File: config.mk
export PLATFORM = sky130hd
export DESIGN_NAME = axi_txn_limiter
export DESIGN_NICKNAME = d
export VERILOG_FILES = /design/src/rtl/ariane_axi_pkg.sv /design/src/rtl/ariane_pkg.sv /design/src/rtl/axi_txn_limiter_txn_counter.sv /design/src/rtl/axi_txn_limiter.sv
export SDC_FILE = /design/constraint.sdc
export NUM_CORES = 1
export LEC_CHECK = 0
export ABC_AREA = 1
export BUFFER_PORTS_ARGS = -buffer_cell sky130_fd_sc_hd__buf_4
export CAP_MARGIN = 40
export CORE_AREA = 3 3 257 259
export DETAILED_ROUTE_END_ITERATION = 8
export DIE_AREA = 0 0 260 262
export PLACE_DENSITY = 0.38
export SLEW_MARGIN = 20
export SYNTH_ARGS = -nofsm -noshare
export SYNTH_HDL_FRONTEND = slang
export SYNTH_HIERARCHICAL = 1
export SYNTH_SLANG_ARGS = --single-unit
File: constraint.sdc
create_clock -name clk_i -period 2.1 [get_ports clk_i]
set_input_delay 0.315 -clock clk_i [delete_from_list [all_inputs] [get_ports clk_i]]
set_output_delay 0.315 -clock clk_i [all_outputs]
set_load 0.02 [all_outputs]
File: src/rtl/ariane_axi_pkg.sv
// ariane_axi: AXI4 channel and request/response bundle types used on the
// cache subsystem's merged master port. req_t travels master->slave
// (aw/w/ar payload + valids, b/r readys); resp_t travels slave->master.
package ariane_axi;

  localparam int unsigned ID_W   = 4;
  localparam int unsigned ADDR_W = 64;
  localparam int unsigned DATA_W = 64;

  typedef struct packed {
    logic [ID_W-1:0]   id;
    logic [ADDR_W-1:0] addr;
    logic [7:0]        len;
    logic [2:0]        size;
    logic [1:0]        burst;
  } ax_chan_t;

  typedef struct packed {
    logic [DATA_W-1:0]   data;
    logic [DATA_W/8-1:0] strb;
    logic                last;
  } w_chan_t;

  typedef struct packed {
    logic [ID_W-1:0] id;
    logic [1:0]      resp;
  } b_chan_t;

  typedef struct packed {
    logic [ID_W-1:0]   id;
    logic [DATA_W-1:0] data;
    logic [1:0]        resp;
    logic              last;
  } r_chan_t;

  typedef struct packed {
    ax_chan_t aw;
    logic     aw_valid;
    w_chan_t  w;
    logic     w_valid;
    logic     b_ready;
    ax_chan_t ar;
    logic     ar_valid;
    logic     r_ready;
  } req_t;

  typedef struct packed {
    logic    aw_ready;
    logic    ar_ready;
    logic    w_ready;
    logic    b_valid;
    b_chan_t b;
    logic    r_valid;
    r_chan_t r;
  } resp_t;

endpackage

File: src/rtl/ariane_pkg.sv
// ariane_pkg: shared definitions for the AXI transaction limiter.
// Holds the limiter state encoding and its default limits; the outstanding
// write limit matches the cache subsystem's 4-entry W FIFO.
package ariane_pkg;

  typedef enum logic [1:0] {
    IDLE = 2'd0,
    BUSY = 2'd1,
    HUNG = 2'd2
  } limiter_state_e;

  localparam int unsigned LIMITER_MAX_RD         = 4;
  localparam int unsigned LIMITER_MAX_WR         = 4;
  localparam int unsigned LIMITER_TIMEOUT_CYCLES = 1024;

endpackage

File: src/rtl/axi_txn_limiter_txn_counter.sv
// txn_counter: saturating up/down counter, range 0..MAX.
// Ports:
//   clk_i, rst_i : clock, synchronous active-high reset
//   inc_i, dec_i : count events; both in one cycle leave the count unchanged
//   count_o      : current count
//   at_max_o     : count_o == MAX
// A decrement at zero holds zero and trips the underflow assertion.
module txn_counter #(
  parameter int unsigned MAX = 4
) (
  input  logic                       clk_i,
  input  logic                       rst_i,
  input  logic                       inc_i,
  input  logic                       dec_i,
  output logic [$clog2(MAX+1)-1:0]   count_o,
  output logic                       at_max_o
);

  localparam int unsigned CW = $clog2(MAX + 1);
  localparam logic [CW-1:0] MAX_C = CW'(MAX);

  logic [CW-1:0] count_q, count_d;

  always_comb begin
    count_d = count_q;
    if (inc_i && !dec_i && (count_q != MAX_C)) begin
      count_d = count_q + 1'b1;
    end else if (dec_i && !inc_i && (count_q != '0)) begin
      count_d = count_q - 1'b1;
    end
  end

  always_ff @(posedge clk_i) begin
    if (rst_i) begin
      count_q <= '0;
    end else begin
      count_q <= count_d;
    end
  end

  assign count_o  = count_q;
  assign at_max_o = (count_q == MAX_C);

  underflow_a : assert property (@(posedge clk_i) disable iff (rst_i)
    !(dec_i && !inc_i && (count_q == '0)));

endmodule

File: src/rtl/axi_txn_limiter.sv
// axi_txn_limiter: sits between the cache subsystem's merged AXI master port
// and the interconnect. Caps outstanding reads/writes, holds W until its AW
// has been accepted, and flags a hung interconnect with a watchdog.
// Ports:
//   clk_i, rst_i       : clock, synchronous active-high reset
//   slv_req_i/resp_o   : upstream (cache subsystem) side
//   mst_req_o/resp_i   : downstream (interconnect) side
//   rd_outstanding_o   : AR accepted, R last not yet seen
//   wr_outstanding_o   : AW accepted, B not yet seen
//   timeout_o          : sticky, set on entry to HUNG, cleared by reset
//   idle_o             : both counts are zero
// Handshake rule: a transfer happens on a channel in a cycle where its valid
// and ready are both high. Gates only AND valid/ready with a signal derived
// from registered state (plus rst_i), so no valid<->ready path is created and
// payload passes through with zero latency.
module axi_txn_limiter
  import ariane_pkg::*;
#(
  parameter int unsigned MAX_RD         = LIMITER_MAX_RD,
  parameter int unsigned MAX_WR         = LIMITER_MAX_WR,
  parameter int unsigned TIMEOUT_CYCLES = LIMITER_TIMEOUT_CYCLES,
  localparam int unsigned RD_CW = $clog2(MAX_RD + 1),
  localparam int unsigned WR_CW = $clog2(MAX_WR + 1)
) (
  input  logic               clk_i,
  input  logic               rst_i,
  input  ariane_axi::req_t   slv_req_i,
  output ariane_axi::resp_t  slv_resp_o,
  output ariane_axi::req_t   mst_req_o,
  input  ariane_axi::resp_t  mst_resp_i,
  output logic [RD_CW-1:0]   rd_outstanding_o,
  output logic [WR_CW-1:0]   wr_outstanding_o,
  output logic               timeout_o,
  output logic               idle_o
);

  // With the watchdog disabled keep a 1-bit counter pinned at zero.
  localparam int unsigned WD_W = (TIMEOUT_CYCLES == 0) ? 1 : $clog2(TIMEOUT_CYCLES + 1);
  localparam logic [WD_W-1:0] WD_MAX = WD_W'(TIMEOUT_CYCLES);

  logic [RD_CW-1:0] rd_cnt;
  logic [WR_CW-1:0] wr_cnt, w_pend;
  logic             rd_full, wr_full, w_pend_full;
  logic             ar_gate, aw_gate, w_gate;
  logic             ar_hs, aw_hs, w_last_hs, r_hs, r_last_hs, b_hs;
  logic             rd_zero_next, wr_zero_next;

  limiter_state_e   state_q, state_d;
  logic [WD_W-1:0]  wd_q, wd_d;
  logic             timeout_q, timeout_d;

  assign ar_gate = !rst_i && (state_q != HUNG) && !rd_full;
  assign aw_gate = !rst_i && (state_q != HUNG) && !wr_full;
  // w_pend is registered, so W stays closed in the cycle of its own AW.
  assign w_gate  = !rst_i && (w_pend != '0);

  always_comb begin
    mst_req_o          = slv_req_i;
    mst_req_o.ar_valid = slv_req_i.ar_valid & ar_gate;
    mst_req_o.aw_valid = slv_req_i.aw_valid & aw_gate;
    mst_req_o.w_valid  = slv_req_i.w_valid  & w_gate;
    slv_resp_o          = mst_resp_i;
    slv_resp_o.ar_ready = mst_resp_i.ar_ready & ar_gate;
    slv_resp_o.aw_ready = mst_resp_i.aw_ready & aw_gate;
    slv_resp_o.w_ready  = mst_resp_i.w_ready  & w_gate;
  end

  assign ar_hs     = mst_req_o.ar_valid & mst_resp_i.ar_ready;
  assign aw_hs     = mst_req_o.aw_valid & mst_resp_i.aw_ready;
  assign w_last_hs = mst_req_o.w_valid & mst_resp_i.w_ready & slv_req_i.w.last;
  assign r_hs      = mst_resp_i.r_valid & slv_req_i.r_ready;
  assign r_last_hs = r_hs & mst_resp_i.r.last;
  assign b_hs      = mst_resp_i.b_valid & slv_req_i.b_ready;

  txn_counter #(.MAX(MAX_RD)) u_rd_cnt (
    .clk_i(clk_i), .rst_i(rst_i), .inc_i(ar_hs), .dec_i(r_last_hs),
    .count_o(rd_cnt), .at_max_o(rd_full)
  );

  txn_counter #(.MAX(MAX_WR)) u_wr_cnt (
    .clk_i(clk_i), .rst_i(rst_i), .inc_i(aw_hs), .dec_i(b_hs),
    .count_o(wr_cnt), .at_max_o(wr_full)
  );

  // Bursts whose AW is accepted but whose W last has not yet gone out.
  // Never exceeds wr_cnt, so MAX_WR is a safe ceiling.
  txn_counter #(.MAX(MAX_WR)) u_w_pend (
    .clk_i(clk_i), .rst_i(rst_i), .inc_i(aw_hs), .dec_i(w_last_hs),
    .count_o(w_pend), .at_max_o(w_pend_full)
  );

  // Count value after the coming edge is zero.
  assign rd_zero_next = ((rd_cnt == '0) && !(ar_hs && !r_last_hs)) ||
                        ((rd_cnt == RD_CW'(1)) && r_last_hs && !ar_hs);
  assign wr_zero_next = ((wr_cnt == '0) && !(aw_hs && !b_hs)) ||
                        ((wr_cnt == WR_CW'(1)) && b_hs && !aw_hs);

  always_comb begin
    wd_d = wd_q;
    if (r_hs || b_hs || ((rd_cnt == '0) && (wr_cnt == '0))) begin
      wd_d = '0;
    end else if (wd_q != WD_MAX) begin
      wd_d = wd_q + 1'b1;
    end
  end

  always_comb begin
    state_d = state_q;
    case (state_q)
      IDLE: if (!(rd_zero_next && wr_zero_next)) state_d = BUSY;
      BUSY: begin
        if (rd_zero_next && wr_zero_next) begin
          state_d = IDLE;
        end else if ((TIMEOUT_CYCLES != 0) && (wd_d == WD_MAX)) begin
          state_d = HUNG;
        end
      end
      HUNG: if (rd_zero_next && wr_zero_next) state_d = IDLE;
      default: state_d = IDLE;
    endcase
    timeout_d = timeout_q | ((state_d == HUNG) && (state_q != HUNG));
  end

  always_ff @(posedge clk_i) begin
    if (rst_i) begin
      state_q   <= IDLE;
      wd_q      <= '0;
      timeout_q <= 1'b0;
    end else begin
      state_q   <= state_d;
      wd_q      <= wd_d;
      timeout_q <= timeout_d;
    end
  end

  assign rd_outstanding_o = rd_cnt;
  assign wr_outstanding_o = wr_cnt;
  assign timeout_o        = timeout_q;
  assign idle_o           = (rd_cnt == '0) && (wr_cnt == '0);

  w_pend_overflow_a : assert property (@(posedge clk_i) disable iff (rst_i)
    !(aw_hs && w_pend_full && !w_last_hs));

endmodule

Yosys cells after proc, flatten, opt, wreduce, memory -nomap -nowiden
Index checks and enable logic that the tools add are counted.
{ "word_totals": {"elab_cells": 101, "inputBits": 324, "out_inout_bits": 330, "register_bits": 23} }
{ "classes": {"reduce_logical": 48, "mux": 13, "eq_ne": 13, "bitwise": 14, "addsub": 7} }
{ "ops": {"columns": ["cell", "n"], "rows": [
  ["1-bit logical AND", 25],
  ["11-bit 2-to-1 mux", 2],
  ["3-bit 2-to-1 mux", 6],
  ["1-bit AND", 13],
  ["11-bit by 1-bit adder with 11-bit output, second input constant", 1],
  ["11-bit equality test, second input constant", 1],
  ["11-bit != test, second input constant", 1],
  ["1-bit logical NOT", 10],
  ["3-bit by 1-bit adder with 3-bit output, second input constant", 3],
  ["3-bit != test, second input constant", 3],
  ["3-bit nonzero test", 3],
  ["3-bit by 1-bit subtractor with 3-bit output, second input constant", 3],
  ["2-bit 2-to-1 mux", 4],
  ["3-bit by 1-bit equality test with 1-bit output, second input constant", 2],
  ["3-bit equality test, second input constant", 2],
  ["3-bit logical NOT", 2],
  ["2-bit case mux with 3 select lines", 1],
  ["2-bit nonzero test", 3],
  ["2-bit equality test, second input constant", 2],
  ["1-bit logical OR", 4],
  ["2-bit by 1-bit equality test with 1-bit output, second input constant", 1],
  ["2-bit logical NOT", 1],
  ["2-bit != test, second input constant", 1],
  ["1-bit bitwise OR", 1]
]} }

Logic depth before layout (Yosys ltp)
{ "depth": {"depth_word": 15, "mapped_depth": 17} }

Modules after synthesis
The synthesis kept the hierarchy.
{ "modules_own_cells": {"columns": ["module", "instances", "cells_each", "seq_area_each_um2", "area_per_inst_um2"], "rows": [
  ["axi_txn_limiter", 1, 478, 280.3, 3385.7],
  ["txn_counter", 3, 31, 60.1, 209.0]
]} }

Least setup slack after synthesis
No wires, ideal clock.
{ "synth_path": {"path_kind": "register -> register", "start": "register u_wr_cnt.count_q[0] (netlist: u_wr_cnt/count_o[0])", "end": "register u_wr_cnt.count_q[2] (netlist: u_wr_cnt/count_o[2])", "arrival_ns": 2.280, "path_buffers": 0, "synth_period_minus_slack_ns": 2.395, "path_stages_with_launch": 17, "path_slack_ns": -0.295, "path_cell_list": "dfxtp_1 > nor2_2 > nand2_2 > inv_1 > inv_1 > nand3_2 > nor2_2 > nand2_1 > inv_1 > inv_1 > nor2_2 > nand2_2 > fa_1 > inv_1 > nand3_1 > a21oi_1 > nor2_1"} }
{ "synth_between": {"elab_chain_cells": 9, "elab_cells_between_ends": 17} }
{ "synth_lines": {"columns": ["item", "line", "rtl"], "rows": [
  ["from (decl)", "axi_txn_limiter_txn_counter.sv:22", "logic [CW-1:0] count_q, count_d;"],
  ["from (signal assigned)", "axi_txn_limiter_txn_counter.sv:37", "count_q <= count_d;"],
  ["3-bit equality test (*)", "axi_txn_limiter_txn_counter.sv:42", "assign at_max_o = (count_q == MAX_C);"],
  ["via wr_full", "axi_txn_limiter.sv:43", "logic rd_full, wr_full, w_pend_full;"],
  ["1-bit logical NOT (*)", "axi_txn_limiter.sv:53", "assign aw_gate = !rst_i && (state_q != HUNG) && !wr_full;"],
  ["1-bit logical AND (*)", "axi_txn_limiter.sv:53", null],
  ["1-bit AND (*)", "axi_txn_limiter.sv:60", "mst_req_o.aw_valid = slv_req_i.aw_valid & aw_gate;"],
  ["1-bit AND (*)", "axi_txn_limiter.sv:69", "assign aw_hs = mst_req_o.aw_valid & mst_resp_i.aw_ready;"],
  ["via aw_hs", "axi_txn_limiter.sv:45", "logic ar_hs, aw_hs, w_last_hs, r_hs, r_last_hs, b_hs;"],
  ["1-bit logical NOT", "axi_txn_limiter_txn_counter.sv:28", "end else if (dec_i && !inc_i && (count_q != '0)) begin"],
  ["1-bit logical AND (2 in a row)", "axi_txn_limiter_txn_counter.sv:28", null],
  ["2-bit nonzero test (no line)", null, null]
]} }
The timed path passes the listed nets; every way through them passes the cells marked *. The select of a mux whose other input is x is not followed.
A chain may end at the register's enable or synchronous reset.

Worst setup path in the final report
{ "layout_path": {"start": "register u_rd_cnt.count_q[1] (netlist: u_rd_cnt/count_o[1])", "end": "register u_rd_cnt.count_q[2] (netlist: u_rd_cnt/count_o[2])"} }
{ "layout_between": {"elab_chain_cells": 9, "elab_cells_between_ends": 17} }
{ "layout_lines": {"columns": ["item", "line", "rtl"], "rows": [
  ["from (decl)", "axi_txn_limiter_txn_counter.sv:22", null],
  ["from (signal assigned)", "axi_txn_limiter_txn_counter.sv:37", null],
  ["3-bit equality test (*)", "axi_txn_limiter_txn_counter.sv:42", null],
  ["via rd_full", "axi_txn_limiter.sv:43", null],
  ["1-bit logical NOT (*)", "axi_txn_limiter.sv:52", "assign ar_gate = !rst_i && (state_q != HUNG) && !rd_full;"],
  ["1-bit logical AND (*)", "axi_txn_limiter.sv:52", null],
  ["1-bit AND (*)", "axi_txn_limiter.sv:59", "mst_req_o.ar_valid = slv_req_i.ar_valid & ar_gate;"],
  ["1-bit AND (*)", "axi_txn_limiter.sv:68", "assign ar_hs = mst_req_o.ar_valid & mst_resp_i.ar_ready;"],
  ["via ar_hs", "axi_txn_limiter.sv:45", null],
  ["1-bit logical NOT", "axi_txn_limiter_txn_counter.sv:28", null],
  ["1-bit logical AND (2 in a row)", "axi_txn_limiter_txn_counter.sv:28", null],
  ["2-bit nonzero test (no line)", null, null]
]} }
Marks and branches as above.

==> flow_summary.toml <==
[run_status]
run_status = "complete, no violations"

[worst_hold_path]
hold_class = "input port to flip-flop"

[timing]
hold_violations = 0
finalMaxSlewViolations = 0
fmax_ghz = 0.503
finalClockSkew_ns = 0.00548
period_minus_slack_ns = 1.99
slew_headroom_pct = 82.1
tightestPinTransition_ns = 0.267
finalSetupViolations = 0
fin_ws_ns = 0.110
min_period_over_period_pct = 94.8

[route]
totalWireLength_um = 13700
vias = 2211
viasPerCell = 1.90
firstDrtPassIters = 4
drc = 0
drt_iter0_drc = 75
wl_per_cell_um = 11.8
final_antenna_net_count = 0

[worst_setup_path]
critPathRequiredTime_ns = 2.26
worstPathArrival_ns = 2.15
crit_path_start_kind = "flip-flop"
critPathCaptureType = "flip-flop"
path_class = "flip-flop to flip-flop"
path_max_fanout = 4

[global_route]
grt_max_degree = 21
grt_usage_pct = 3.59
grt_pass1_vias = 2225
antenna_found_initial = 0
grt_pass1_wl_um = 16800
grt-ovfl-total = 0

[layout]
num_antenna_cells = 0
seqCellArea_um2 = 475
multiInputGateArea_um2 = 1070
nNetsFinal = 639
layout-drive-gt1-share_pct = 42.1
areaGrowthSynthToFinish_pct = -18.2
utilization_pct = 5.12
fill_cells = 7596
final_cell_area_um2 = 3280

[pwr]
p_clk_share_pct = 32.4
power_frac_seq_pct = 35.5
ir_drop_v = 0.000258
p_sw_mw = 0.444
p_leak_nw = 1.07
p_comb_share_pct = 32.1
cellInternalPower_mw = 0.882
powerDensity_nw_per_um2 = 404
switching_share_pct = 33.5

[floorplanning]
start_util_pct = 6.25
core-area_um2 = 64100
ios = 654
rows = 93
die_x_um = 260
die_y_um = 262
fp.dieArea_um2 = 68100

[clock_network]
cts_tree = "done"
h-tree-depth = 1
cts_sinks = 23
cts_buffers = 3
cts_hold_buffers = 0
clk_latency_ns = 0.26
clk_path_buf_depth = 2
clk_pin_slew_worst_paths_ns = 0.07
root_buffer = "clkbuf_16"

[run]
cap_violations = 0

[placed_design]
postPlaceCellArea_um2 = 3060
place_congestion = 0.710
port_buffers = 33
dp_hpwl_um = 11500
dp_slack_ns = 0.00985

[yosys]
avgSynthCellArea_um2 = 7.03
yosys_warnings = 6
syn_area_um2 = 4010
synth_nets = 899
synthCells = 570
[stage by stage]
stage	hold WS, ns	instances	power, mW	TNS [ns]
2_1_floorplan	0.374	570	1.59	-0.0123
3_3_place_gp	0.494	1152	0.882	0
3_5_place_dp	0.488	1152	0.883	0
4_1_cts	0.332	1156	1.32	0
5_1_grt	0.349	1164	1.41	-0.0307
6_report	0.340	1164	1.33	0
[state kept, by name, summed over array words and instances, names as in the netlist]
register / count
wd_q: 11
u_rd_cnt/count_o: 3
u_w_pend/count_o: 3
u_wr_cnt/count_o: 3
state_q: 2
timeout_o: 1
[layout by cell type, fill, tap and decap left out, types with 2 or more instances in the layout]
cell type,count
a21oi_1,8
a21oi_2,4
buf_4,52
clkbuf_16,3
dfxtp_1,19
dfxtp_4,4
fa_2,3
ha_1,2
inv_1,38
inv_2,12
nand2_1,48
nand2_2,15
nand3_1,24
nand3_2,9
nor2_1,26
nor2_2,13
nor2_4,7
nor3_1,2
nor4_1,2
o21ai_1,3
xor2_1,2
[worst max-delay path, stage by stage (launching register included)]
cell     delay [ns]
dfxtp_4        0.36
nor2_4         0.04
nand2_2        0.08
inv_2          0.04
inv_2          0.04
nand3_2        0.09
nor2_4         0.13
nand2_2        0.07
inv_2          0.06
inv_2          0.04
nor2_4         0.13
nand2_4        0.08
fa_2           0.39
inv_2          0.07
nand3_2        0.09
a21oi_2        0.14
nor2_1         0.04
[power groups by stage]
stage / Clock [mW] / Combinational, mW / Sequential (mW)
2_1_floorplan: 0 / 1.09 / 0.503
3_3_place_gp: 0 / 0.403 / 0.479
3_5_place_dp: 0 / 0.404 / 0.480
4_1_cts: 0.445 / 0.406 / 0.470
5_1_grt: 0.461 / 0.479 / 0.474
6_report: 0.430 / 0.425 / 0.471
[final timing paths]
check / from / endpoint / slack [ns] / cells after the start
hold reg to reg: timeout_o / timeout_o / 0.49 / 2
hold / removal: rst_i / timeout_o / 0.34 / 4
setup / recovery: u_rd_cnt/count_o[1] / u_rd_cnt/count_o[2] / 0.11 / 16
setup reg to reg: u_rd_cnt/count_o[1] / u_rd_cnt/count_o[2] / 0.11 / 16
[layout make-up]
| cell class | instances | area share (%) |
|---|---|---|
| clock buffers | 3 | 2.29 |
| clock inverters | 1 | 0.153 |
| inverters | 51 | 5.91 |
| multi-input cells | 179 | 32.6 |
| flip-flops and latches | 23 | 14.5 |
| well taps | 855 | 32.6 |
| repair buffers | 52 | 11.9 |
[metal layers]
layer  GRT usage (%)  wire (um)  part of all wire, %  up-vias
met5               0          0                    0        -
li1                -          -                    -      894
met1            2.05       2830                   21      846
met3            3.94       3350                   24      152
met4            4.83       1700                   12        0
met2            5.05       5840                   43      319
[timing repair]
item,CTS,global route
pin swaps,0,16
buffers inserted,0,8
endpoints found under the setup margin,1,5
gates resized for setup,1,26
Power figures use the tool's default switching activity.
